File: src/rtl/mat_mul_sched_if.sv
// mat_mul_sched_if -- handshake bundle between requesters/consumer and the
// multiply-unit scheduler.
//
// Signals:
//   req_valid[1:0]  requester i has an operation pending
//   req_mode[1:0]   requester i operation type (0 multiply, 1 add)
//   req_ready[1:0]  requester i operation accepted this cycle
//   mm_sel          requester index presented to the multiply unit
//   mm_valid_in     multiply unit valid_in drive
//   mm_mode         multiply unit mode drive
//   mm_cen          multiply unit clock enable drive
//   rsp_valid       result valid this cycle
//   rsp_id          requester owning the current result
//   rsp_ready       consumer accepts the result
//   perf_busy/perf_ops/perf_drain  32-bit performance counters
//
// Modports: master = requester/consumer side, slave = scheduler side.
interface mat_mul_sched_if;
    logic [1:0]  req_valid;
    logic [1:0]  req_mode;
    logic [1:0]  req_ready;
    logic        mm_sel;
    logic        mm_valid_in;
    logic        mm_mode;
    logic        mm_cen;
    logic        rsp_valid;
    logic        rsp_id;
    logic        rsp_ready;
    logic [31:0] perf_busy;
    logic [31:0] perf_ops;
    logic [31:0] perf_drain;

    modport master (
        output req_valid, req_mode, rsp_ready,
        input  req_ready, mm_sel, mm_valid_in, mm_mode, mm_cen,
        input  rsp_valid, rsp_id, perf_busy, perf_ops, perf_drain
    );

    modport slave (
        input  req_valid, req_mode, rsp_ready,
        output req_ready, mm_sel, mm_valid_in, mm_mode, mm_cen,
        output rsp_valid, rsp_id, perf_busy, perf_ops, perf_drain
    );
endinterface

File: src/rtl/mat_mul_sched.sv
// mat_mul_sched -- two-requester round-robin scheduler for a pipelined
// matrix multiply unit (multiply latency DEPTH = $clog2(N), add is
// combinational in the issue cycle).
//
// Ports:
//   clk   single clock
//   rst   synchronous active-high reset
//   bus   mat_mul_sched_if.slave (requests, unit drives, response, perf)
//
// Optional feature: define MAT_MUL_SCHED_PERF_EN to enable the free-running
// perf_busy / perf_ops / perf_drain counters; otherwise they read 0.
//
// Responses are generated purely from the internal tag pipe, never from the
// unit's own valid_out, because the unit's valid flops are not reset.
module mat_mul_sched #(
    parameter int N = 2
) (
    input  logic           clk,
    input  logic           rst,
    mat_mul_sched_if.slave bus
);
    localparam int DEPTH = $clog2(N);
    localparam int IW    = $clog2(DEPTH + 1);
    localparam logic [IW-1:0] INF_ZERO = {IW{1'b0}};
    localparam logic [IW-1:0] INF_ONE  = IW'(1);

    typedef enum logic [1:0] {
        IDLE  = 2'd0,
        MUL   = 2'd1,
        DRAIN = 2'd2
    } state_e;

    state_e           state_q;
    logic             ptr_q;
    logic             drain_win_q;
    logic [IW-1:0]    inflight_q;
    logic [IW-1:0]    inflight_d;
    logic [DEPTH-1:0] tag_v_q;
    logic [DEPTH-1:0] tag_id_q;

    logic win_s;
    logic win_valid_s;
    logic win_mode_s;
    logic out_v_s;
    logic out_id_s;
    logic cen_s;
    logic mul_issue_s;
    logic add_issue_s;
    logic issue_s;
    logic mul_rsp_s;
    logic advance_s;

    // Arbitration, issue qualification and in-flight multiply accounting
    always_comb begin
        win_s = 1'b0;
        // While draining, the stalled add requester keeps the grant slot.
        if (state_q == DRAIN) begin
            win_s = drain_win_q;
        end else if (bus.req_valid[ptr_q]) begin
            win_s = ptr_q;
        end else begin
            win_s = ~ptr_q;
        end
        win_valid_s = bus.req_valid[win_s];
        win_mode_s  = bus.req_mode[win_s];

        out_v_s  = tag_v_q[DEPTH-1];
        out_id_s = tag_id_q[DEPTH-1];
        // Freeze everything while a finished multiply waits on the consumer.
        cen_s    = ~(out_v_s & ~bus.rsp_ready);

        mul_issue_s = ~rst & win_valid_s & ~win_mode_s & cen_s & (state_q != DRAIN);
        // An add answers in its issue cycle, so it needs an empty pipe and a
        // ready consumer to avoid colliding with a multiply response.
        add_issue_s = ~rst & win_valid_s & win_mode_s & cen_s & (state_q != DRAIN)
                    & (inflight_q == INF_ZERO) & bus.rsp_ready;
        issue_s     = mul_issue_s | add_issue_s;
        mul_rsp_s   = ~rst & out_v_s & bus.rsp_ready;
        advance_s   = cen_s & ~add_issue_s;

        case ({mul_issue_s, mul_rsp_s})
            2'b10:   inflight_d = inflight_q + INF_ONE;
            2'b01:   inflight_d = inflight_q - INF_ONE;
            default: inflight_d = inflight_q;
        endcase
    end

    // Scheduler FSM: state, round-robin pointer, retained drain winner, inflight
    always_ff @(posedge clk) begin
        if (rst) begin
            state_q     <= IDLE;
            ptr_q       <= 1'b0;
            drain_win_q <= 1'b0;
            inflight_q  <= INF_ZERO;
        end else begin
            inflight_q <= inflight_d;
            if (issue_s) begin
                ptr_q <= ~win_s;
            end else begin
                ptr_q <= ptr_q;
            end
            case (state_q)
                IDLE, MUL: begin
                    if (inflight_d == INF_ZERO) begin
                        state_q <= IDLE;
                    end else if (win_valid_s && win_mode_s && !issue_s) begin
                        state_q     <= DRAIN;
                        drain_win_q <= win_s;
                    end else begin
                        state_q <= MUL;
                    end
                end
                DRAIN: begin
                    if (inflight_d == INF_ZERO) begin
                        state_q <= IDLE;
                    end else begin
                        state_q <= DRAIN;
                    end
                end
                default: begin
                    state_q <= IDLE;
                end
            endcase
        end
    end

    // Tag pipe mirroring the multiply unit; stage DEPTH-1 is the response
    always_ff @(posedge clk) begin
        if (rst) begin
            tag_v_q  <= {DEPTH{1'b0}};
            tag_id_q <= {DEPTH{1'b0}};
        end else if (advance_s) begin
            for (int i = DEPTH - 1; i > 0; i--) begin
                tag_v_q[i]  <= tag_v_q[i-1];
                tag_id_q[i] <= tag_id_q[i-1];
            end
            tag_v_q[0]  <= mul_issue_s;
            tag_id_q[0] <= win_s;
        end else begin
            tag_v_q  <= tag_v_q;
            tag_id_q <= tag_id_q;
        end
    end

    assign bus.req_ready[0] = issue_s & ~win_s;
    assign bus.req_ready[1] = issue_s & win_s;
    assign bus.mm_sel       = rst ? 1'b0 : win_s;
    assign bus.mm_valid_in  = issue_s;
    assign bus.mm_mode      = add_issue_s;
    assign bus.mm_cen       = rst ? 1'b1 : cen_s;
    assign bus.rsp_valid    = ~rst & (out_v_s | add_issue_s);
    assign bus.rsp_id       = rst ? 1'b0 : (add_issue_s ? win_s : out_id_s);

`ifdef MAT_MUL_SCHED_PERF_EN
    logic [31:0] busy_q;
    logic [31:0] ops_q;
    logic [31:0] drain_q;

    // Free-running wrapping performance counters
    always_ff @(posedge clk) begin
        if (rst) begin
            busy_q  <= 32'd0;
            ops_q   <= 32'd0;
            drain_q <= 32'd0;
        end else begin
            busy_q  <= busy_q + {31'd0, (inflight_q != INF_ZERO) | issue_s};
            ops_q   <= ops_q + {31'd0, issue_s};
            drain_q <= drain_q + {31'd0, state_q == DRAIN};
        end
    end

    assign bus.perf_busy  = busy_q;
    assign bus.perf_ops   = ops_q;
    assign bus.perf_drain = drain_q;
`else
    assign bus.perf_busy  = 32'd0;
    assign bus.perf_ops   = 32'd0;
    assign bus.perf_drain = 32'd0;
`endif
endmodule

File: src/flat_wrapper.sv
// flat-port wrapper written by rule: the top's interface ports become plain ports
module mat_mul_sched_flat 
#(
    parameter int N = 2
)
  (clk, rst, bus_req_valid, bus_req_mode, bus_rsp_ready, bus_req_ready, bus_mm_sel, bus_mm_valid_in, bus_mm_mode, bus_mm_cen, bus_rsp_valid, bus_rsp_id, bus_perf_busy, bus_perf_ops, bus_perf_drain);
  mat_mul_sched_if bus_i ();
  input  logic clk;
  input  logic rst;
  input wire logic [$bits(bus_i.req_valid)-1:0] bus_req_valid;
  input wire logic [$bits(bus_i.req_mode)-1:0] bus_req_mode;
  input wire logic [$bits(bus_i.rsp_ready)-1:0] bus_rsp_ready;
  output wire logic [$bits(bus_i.req_ready)-1:0] bus_req_ready;
  output wire logic [$bits(bus_i.mm_sel)-1:0] bus_mm_sel;
  output wire logic [$bits(bus_i.mm_valid_in)-1:0] bus_mm_valid_in;
  output wire logic [$bits(bus_i.mm_mode)-1:0] bus_mm_mode;
  output wire logic [$bits(bus_i.mm_cen)-1:0] bus_mm_cen;
  output wire logic [$bits(bus_i.rsp_valid)-1:0] bus_rsp_valid;
  output wire logic [$bits(bus_i.rsp_id)-1:0] bus_rsp_id;
  output wire logic [$bits(bus_i.perf_busy)-1:0] bus_perf_busy;
  output wire logic [$bits(bus_i.perf_ops)-1:0] bus_perf_ops;
  output wire logic [$bits(bus_i.perf_drain)-1:0] bus_perf_drain;
  assign bus_i.req_valid = bus_req_valid;
  assign bus_i.req_mode = bus_req_mode;
  assign bus_i.rsp_ready = bus_rsp_ready;
  assign bus_req_ready = bus_i.req_ready;
  assign bus_mm_sel = bus_i.mm_sel;
  assign bus_mm_valid_in = bus_i.mm_valid_in;
  assign bus_mm_mode = bus_i.mm_mode;
  assign bus_mm_cen = bus_i.mm_cen;
  assign bus_rsp_valid = bus_i.rsp_valid;
  assign bus_rsp_id = bus_i.rsp_id;
  assign bus_perf_busy = bus_i.perf_busy;
  assign bus_perf_ops = bus_i.perf_ops;
  assign bus_perf_drain = bus_i.perf_drain;
  mat_mul_sched #(.N(N)) u_core (.clk(clk), .rst(rst), .bus(bus_i));
endmodule
File: config.mk
export PLATFORM = sky130hd
export DESIGN_NAME = mat_mul_sched_flat
export DESIGN_NICKNAME = d
export VERILOG_FILES = /design/src/rtl/mat_mul_sched_if.sv /design/src/rtl/mat_mul_sched.sv /design/src/flat_wrapper.sv
export SDC_FILE = /design/constraint.sdc
export NUM_CORES = 1
export LEC_CHECK = 0
export BUFFER_PORTS_ARGS = -buffer_cell sky130_fd_sc_hd__buf_2
export CAP_MARGIN = 20
export CORE_ASPECT_RATIO = 1.1
export CORE_MARGIN = 2
export CORE_UTILIZATION = 38
export DETAILED_ROUTE_END_ITERATION = 10
export PLACE_DENSITY_LB_ADDON = 0.08
export SLEW_MARGIN = 20
export SYNTH_ARGS = -nofsm -noshare
export SYNTH_HDL_FRONTEND = slang
export SYNTH_SLANG_ARGS = --single-unit
File: constraint.sdc
create_clock -name clk -period 2.2 [get_ports clk]
set_input_delay 0.33 -clock clk [delete_from_list [all_inputs] [get_ports clk]]
set_output_delay 0.33 -clock clk [all_outputs]
set_load 0.03 [all_outputs]
---- Word-level counts from Yosys, hierarchy flattened ----
Cells that the tools add are included.
cells by class
  $add $sub $neg .......................... 2
  multiply operators ...................... 0
  div/mod/pow operators ................... 0
  magnitude comparators ................... 2
  equality and inequality tests ........... 5
  shift operators ......................... 0
  multiplexer cells ....................... 17
  bitwise logic cells ..................... 26
  reductions and logical operators ........ 6
operators by type and width
  kind                                                                  count
  1-bit bitwise AND                                                     16
  1-bit 2-to-1 mux                                                      12
  1-bit inverter                                                        8
  2-bit 2-to-1 mux                                                      3
  2-bit by 1-bit == test with 1-bit output, second input constant       2
  2-bit == test, second input constant                                  2
  1-bit by 2-bit < comparator with 1-bit output, second input constant  2
  2-bit case mux with 2 select lines                                    1
  3-bit AND reduction                                                   1
  1-bit logical AND                                                     2
  2-bit zero test                                                       1
  2-bit != test, second input constant                                  1
  1-bit OR                                                              2
  1-bit case mux with 2 select lines                                    1
  2-bit OR reduction                                                    1
  1-bit adder, second input constant                                    1
  1-bit zero test                                                       1
  1-bit subtractor, second input constant                               1
word-level totals
  register bits ........................... 7
  latch bits .............................. 0
  RAM bits ................................ 0
  memory bits (read-only) ................. 0
  bits of input ports ..................... 7
  output and inout port bits .............. 104
  logic and storage cells ................. 64
  memories kept ........................... 0

---- Longest topological paths before layout ----
  word-level depth ........................ 18
  depth in mapped cells ................... 5
  gate-level depth less buffers ........... 5

---- Worst setup path before layout ----
No wires, ideal clock.
  kind .................................... register to output
  start point ............................. register u_core.state_q[1]
  end point ............................... output port bus_req_ready[1]
  arrival time ............................ 2,140 ps
  data required time ...................... 1,870 ps
  path slack .............................. -270 ps
  stages on the path, launching flop included .. 6
  path buffers ............................ 0
  cell sequence ........................... dfxtp_1 nor2b_4 or4b_4 a211oi_4 nor2b_2 nor2b_1
on the way
  cells in the longest elaborated chain, start to end .. 12
RTL lines
  item                                                  RTL line              source
  start, declared                                       mat_mul_sched.sv:33   state_e state_q;
  start signal, assigned                                mat_mul_sched.sv:91   state_q <= IDLE;
  start signal, assigned                                mat_mul_sched.sv:105  state_q <= IDLE;
  start signal, assigned                                mat_mul_sched.sv:107  state_q <= DRAIN;
  2-bit == test                                         mat_mul_sched.sv:57   if (state_q == DRAIN) begin
  1-bit 2-to-1 mux                                      mat_mul_sched.sv:57
  1-bit 2-to-1 mux (implied by the code) (2 in series)  mat_mul_sched.sv:64   win_valid_s = bus.req_valid[win_s];
  1-bit bitwise AND (3 in series)                       mat_mul_sched.sv:75   add_issue_s = ~rst & win_valid_s & win_mode_s & cen_s & (state_q != DRAIN)
  1-bit bitwise AND (*)                                 mat_mul_sched.sv:75
  1-bit bitwise AND (*) (2 in series)                   mat_mul_sched.sv:76   & (inflight_q == INF_ZERO) & bus.rsp_ready;
  via bus_mm_mode                                       flat_wrapper.sv:16    output wire logic [$bits(bus_i.mm_mode)-1:0] bus_mm_mode;
  1-bit OR (*)                                          mat_mul_sched.sv:77   issue_s = mul_issue_s | add_issue_s;
  1-bit bitwise AND (*)                                 mat_mul_sched.sv:146  assign bus.req_ready[1] = issue_s & win_s;
  end, declared                                         flat_wrapper.sv:13    output wire logic [$bits(bus_i.req_ready)-1:0] bus_req_ready;
Mark *: on every way through the listed nets, which the timed path passes. The rest lies on a longest branch. The select of a mux whose other input is x is not followed.

---- Worst setup path in the final report ----
  start point ............................. register u_core.state_q[1]
  end point ............................... output port bus_req_ready[0]
on the way
  cells in the longest elaborated chain, start to end .. 12
RTL lines
  item                                                  RTL line                                  source
  2-bit == test                                         mat_mul_sched.sv:57
  1-bit 2-to-1 mux                                      mat_mul_sched.sv:57
  1-bit 2-to-1 mux (implied by the code) (2 in series)  mat_mul_sched.sv:64
  1-bit bitwise AND                                     mat_mul_sched.sv:72, mat_mul_sched.sv:75
  1-bit bitwise AND (3 in series)                       mat_mul_sched.sv:75
  1-bit bitwise AND (2 in series)                       mat_mul_sched.sv:76
  1-bit OR                                              mat_mul_sched.sv:77
  1-bit bitwise AND (*)                                 mat_mul_sched.sv:145                      assign bus.req_ready[0] = issue_s & ~win_s;
Mark *: on every way between the ends. The rest lies on a longest branch, timed or not. The select of a mux whose other input is x is not followed.

==> impl_results.md <==
- FMAX: 0.437 GHz
- Gpl congestion: roughly 0.76
- Largest net degree at the start of global routing: 12
- Antenna viol nets, final: 0
- Total grt overflow: 0
- Top Ports: 111
- CTS Sinks: 7
- Max Cap Viol: 0
- Synth area leaders: buf_4 (60%), dfxtp_1 (12%), nor2_1 (3.1%), a211oi_4 (1.7%), a21oi_1 (1.7%)
- Outcome: finished with violations
- Power density over cell area: 800 nW/um^2
- Synthesis-stage register bit count: 7
- Yosys Warn Count: 0
- Layout Skew: 0.00630 ns
- Worst setup path class: flip-flop to primary output
- Mean Syn Cell Area: approximately 7.8 um^2
- Skew-Pair Late Insertion Delay: ~0.26 ns
- Fraction of registers with async set/reset: 0%
- Syn Inst Count: 155
- CP Launch Type: flip-flop
- Residual DRC: 0
- Avg WL per Cell: about 7.3 um
- Layout area overhead: -12.0%
- Post-synth top flop: dfxtp_1
- Hold buffers post-CTS: 0
- Buf/Inv on CP: 2
- Leakage: a little over 0.6 nW
- Peak supply drop: 0.266 mV
- Fin area: between 1000 and 1500 um^2
- Final period demand of the worst path: 2.29 ns
- Register area share after synthesis: between 10% and 20%
- Core ar.: around 3000 um^2
- Slew Limit Fails: 0
- Setup ws final: -0.0892 ns
- CP max-delay cell: or4b_4
- Crit-path leading delay family: simple AND/OR/NAND/NOR gates
- Final #Nets: about 190
- Ratio of cells with drive above 1 in the final layout: around a fifth
- TritonCTS Buffers: 3
- CP arrival: between 1.5 and 2 ns
- Cell area after synthesis: 1210 um^2
- N_diodes: 0
- Hold_sp: rst
- Die W: roughly 58 um
- Placed Instance Area: just over 1000 um^2
- Final Hold Vio Count: 0
- Slowest stage delay, CP: ~0.55 ns
- CTS tree: done
- Initial DRT Pass Iterations: 3
- Yosys top cell area share: about three fifths
- Vias in the first global route: around 500
- Die Ht: around 63 um
- Iter 0 DRT Violations: 5
- Clk pin slew, worst setup/hold paths: ~0.060 ns
- Post-synth cell types: 32
- Post-route clock period utilization: 104%
- Yosys top cell by area: buf_4
- Via/cell ratio: around 3.4
- CP Cell Sequence: nor2b_4, or4b_4, buf_4, nand3_2, nor2b_2, nor2_2, buf_2
- Full die area: around 3600 um^2
- First-pass GRT wire length: approximately 2100 um
- Row Count: 21
- Final Non-Filler Cells: between 200 and 250
- PortBufs: 14
- Clock root cell: clkbuf_4
- Post-synth EDFFs: 0
- CP endpoint kind: primary output
- Clk buf depth: 2
- Crit path max fanout: 4
- R2R Path Start: u_core.state_q[1]
- Critical Path RT: approximately 1.9 ns
- Failing checks: negative setup slack
- HPWL after DPL: roughly 1400 um
- DR vias: ~720
- Unrepaired setup endpoints after global routing: yes
- HP Class: input pin to flip-flop
- Initial Utilization: 39.6%
- Start point of the critical path: u_core.state_q[1]
- Total global-route track usage: under 10%
- Final setup viols: 5
- Routed WL: roughly 1600 um
- Placed cell count: just over 200
- CTS H-tree lvls: 1
- Initial antenna violation count: 0
==> repair_timing <==
action	CTS	global route
setup buffers	1	0
pin swaps	2	3
setup endpoints to repair	6	6
resized for setup	7	0
==> area by class of cell <==
class	count	area [um^2]
clock buffer	4	26.3
timing repair buffer	21	141
tap	34	42.5
multi-input combinational	144	702
sequential	7	143
inverter	2	7.51
fill	325	1990
==> power by group <==
group | internal, W | leakage (nW) | switching [W]
logic | 0.000149 | 0.540 | 0.000398
clock network | 0.0000696 | 0.0150 | 0.0000537
registers | 0.000158 | 0.0583 | 0.0000212
==> metrics by stage <==
step | hold WS, ns | util, % | setup TNS (ns) | setup slack [ns] | total power (W)
detailed placement | 0.474 | 33.1 | 0 | 0.0460 | 0.000712
floorplan | 0.436 | - | -0.411 | -0.128 | 0.000752
global placement | 0.471 | 33.1 | 0 | 0.0469 | 0.000710
CTS | 0.417 | 34.9 | -0.675 | -0.152 | 0.000856
global route | 0.449 | 34.9 | -0.912 | -0.192 | 0.000903
finish | 0.425 | 34.9 | -0.396 | -0.0892 | 0.000849
==> layer usage <==
layer	GRT usage, %	share of wire, %	vias to the layer above
met4	4.65	0.71	0
met5	0	0	-
li1	-	-	350
met1	10.1	38	315
met3	2.05	14	2
met2	10.5	48	57
==> worst reg2reg max path, cell delays in order, from the launching register on <==
cell      delay, ns
dfxtp_2        0.32
nor2b_4        0.12
or4b_4         0.55
buf_4          0.16
a31oi_1        0.27
a21oi_1        0.11
a311oi_1       0.26
==> Yosys cell counts (2+ instances only) <==
library cell,number
nand2_1,3
a21oi_1,4
nor2b_1,2
and2_1,2
mux2i_1,2
nand3b_1,2
nand2b_1,2
inv_1,2
o21ai_0,2
nor2_1,10
nor3_1,2
dfxtp_1,7
buf_4,96
==> logic make-up after synthesis <==
| family | Yosys count | synth area share, % |
|---|---|---|
| AOI/OAI and AO/OA | 13 | 8.60 |
| buffers and inverters | 99 | 60.6 |
| xor gates and xnor gates | 2 | 1.45 |
| and+or+nand+nor | 30 | 14.8 |
| muxes | 3 | 2.59 |
| other | 1 | 0.311 |
| DFF | 7 | 11.6 |
==> final timing paths <==
| path | to | slack, ns | depth (start not counted) |
|---|---|---|---|
| worst max register to register | u_core.drain_win_q | 0.31 | 6 |
| worst min register to register | u_core.ptr_q | 0.48 | 2 |
| worst max-delay path | bus_req_ready[0] | -0.09 | 7 |
| worst min-delay path | u_core.out_v_s | 0.43 | 3 |
==> cell usage in the layout (no fill, tap or decap), types with 2 or more instances in the layout <==
cell and instances:
nand3b_1 2, buf_4 7, a21oi_1 4, nand2b_1 2
nor2_2 2, buf_2 11, dfxtp_1 5, nor2_1 8
nor2b_2 2, nand2_1 3, conb_1 96, buf_6 3
dfxtp_2 2, clkbuf_4 3, inv_1 2, o21ai_0 2
mux2i_1 2, nor3_1 2
==> registers in the layout, indices dropped and copies added (netlist names) <==
register and count:
u_core.state_q 2, u_core.out_id_s 1, u_core.inflight_q 1, u_core.drain_win_q 1, u_core.out_v_s 1, u_core.ptr_q 1
(Power assumes the default switching activity.)
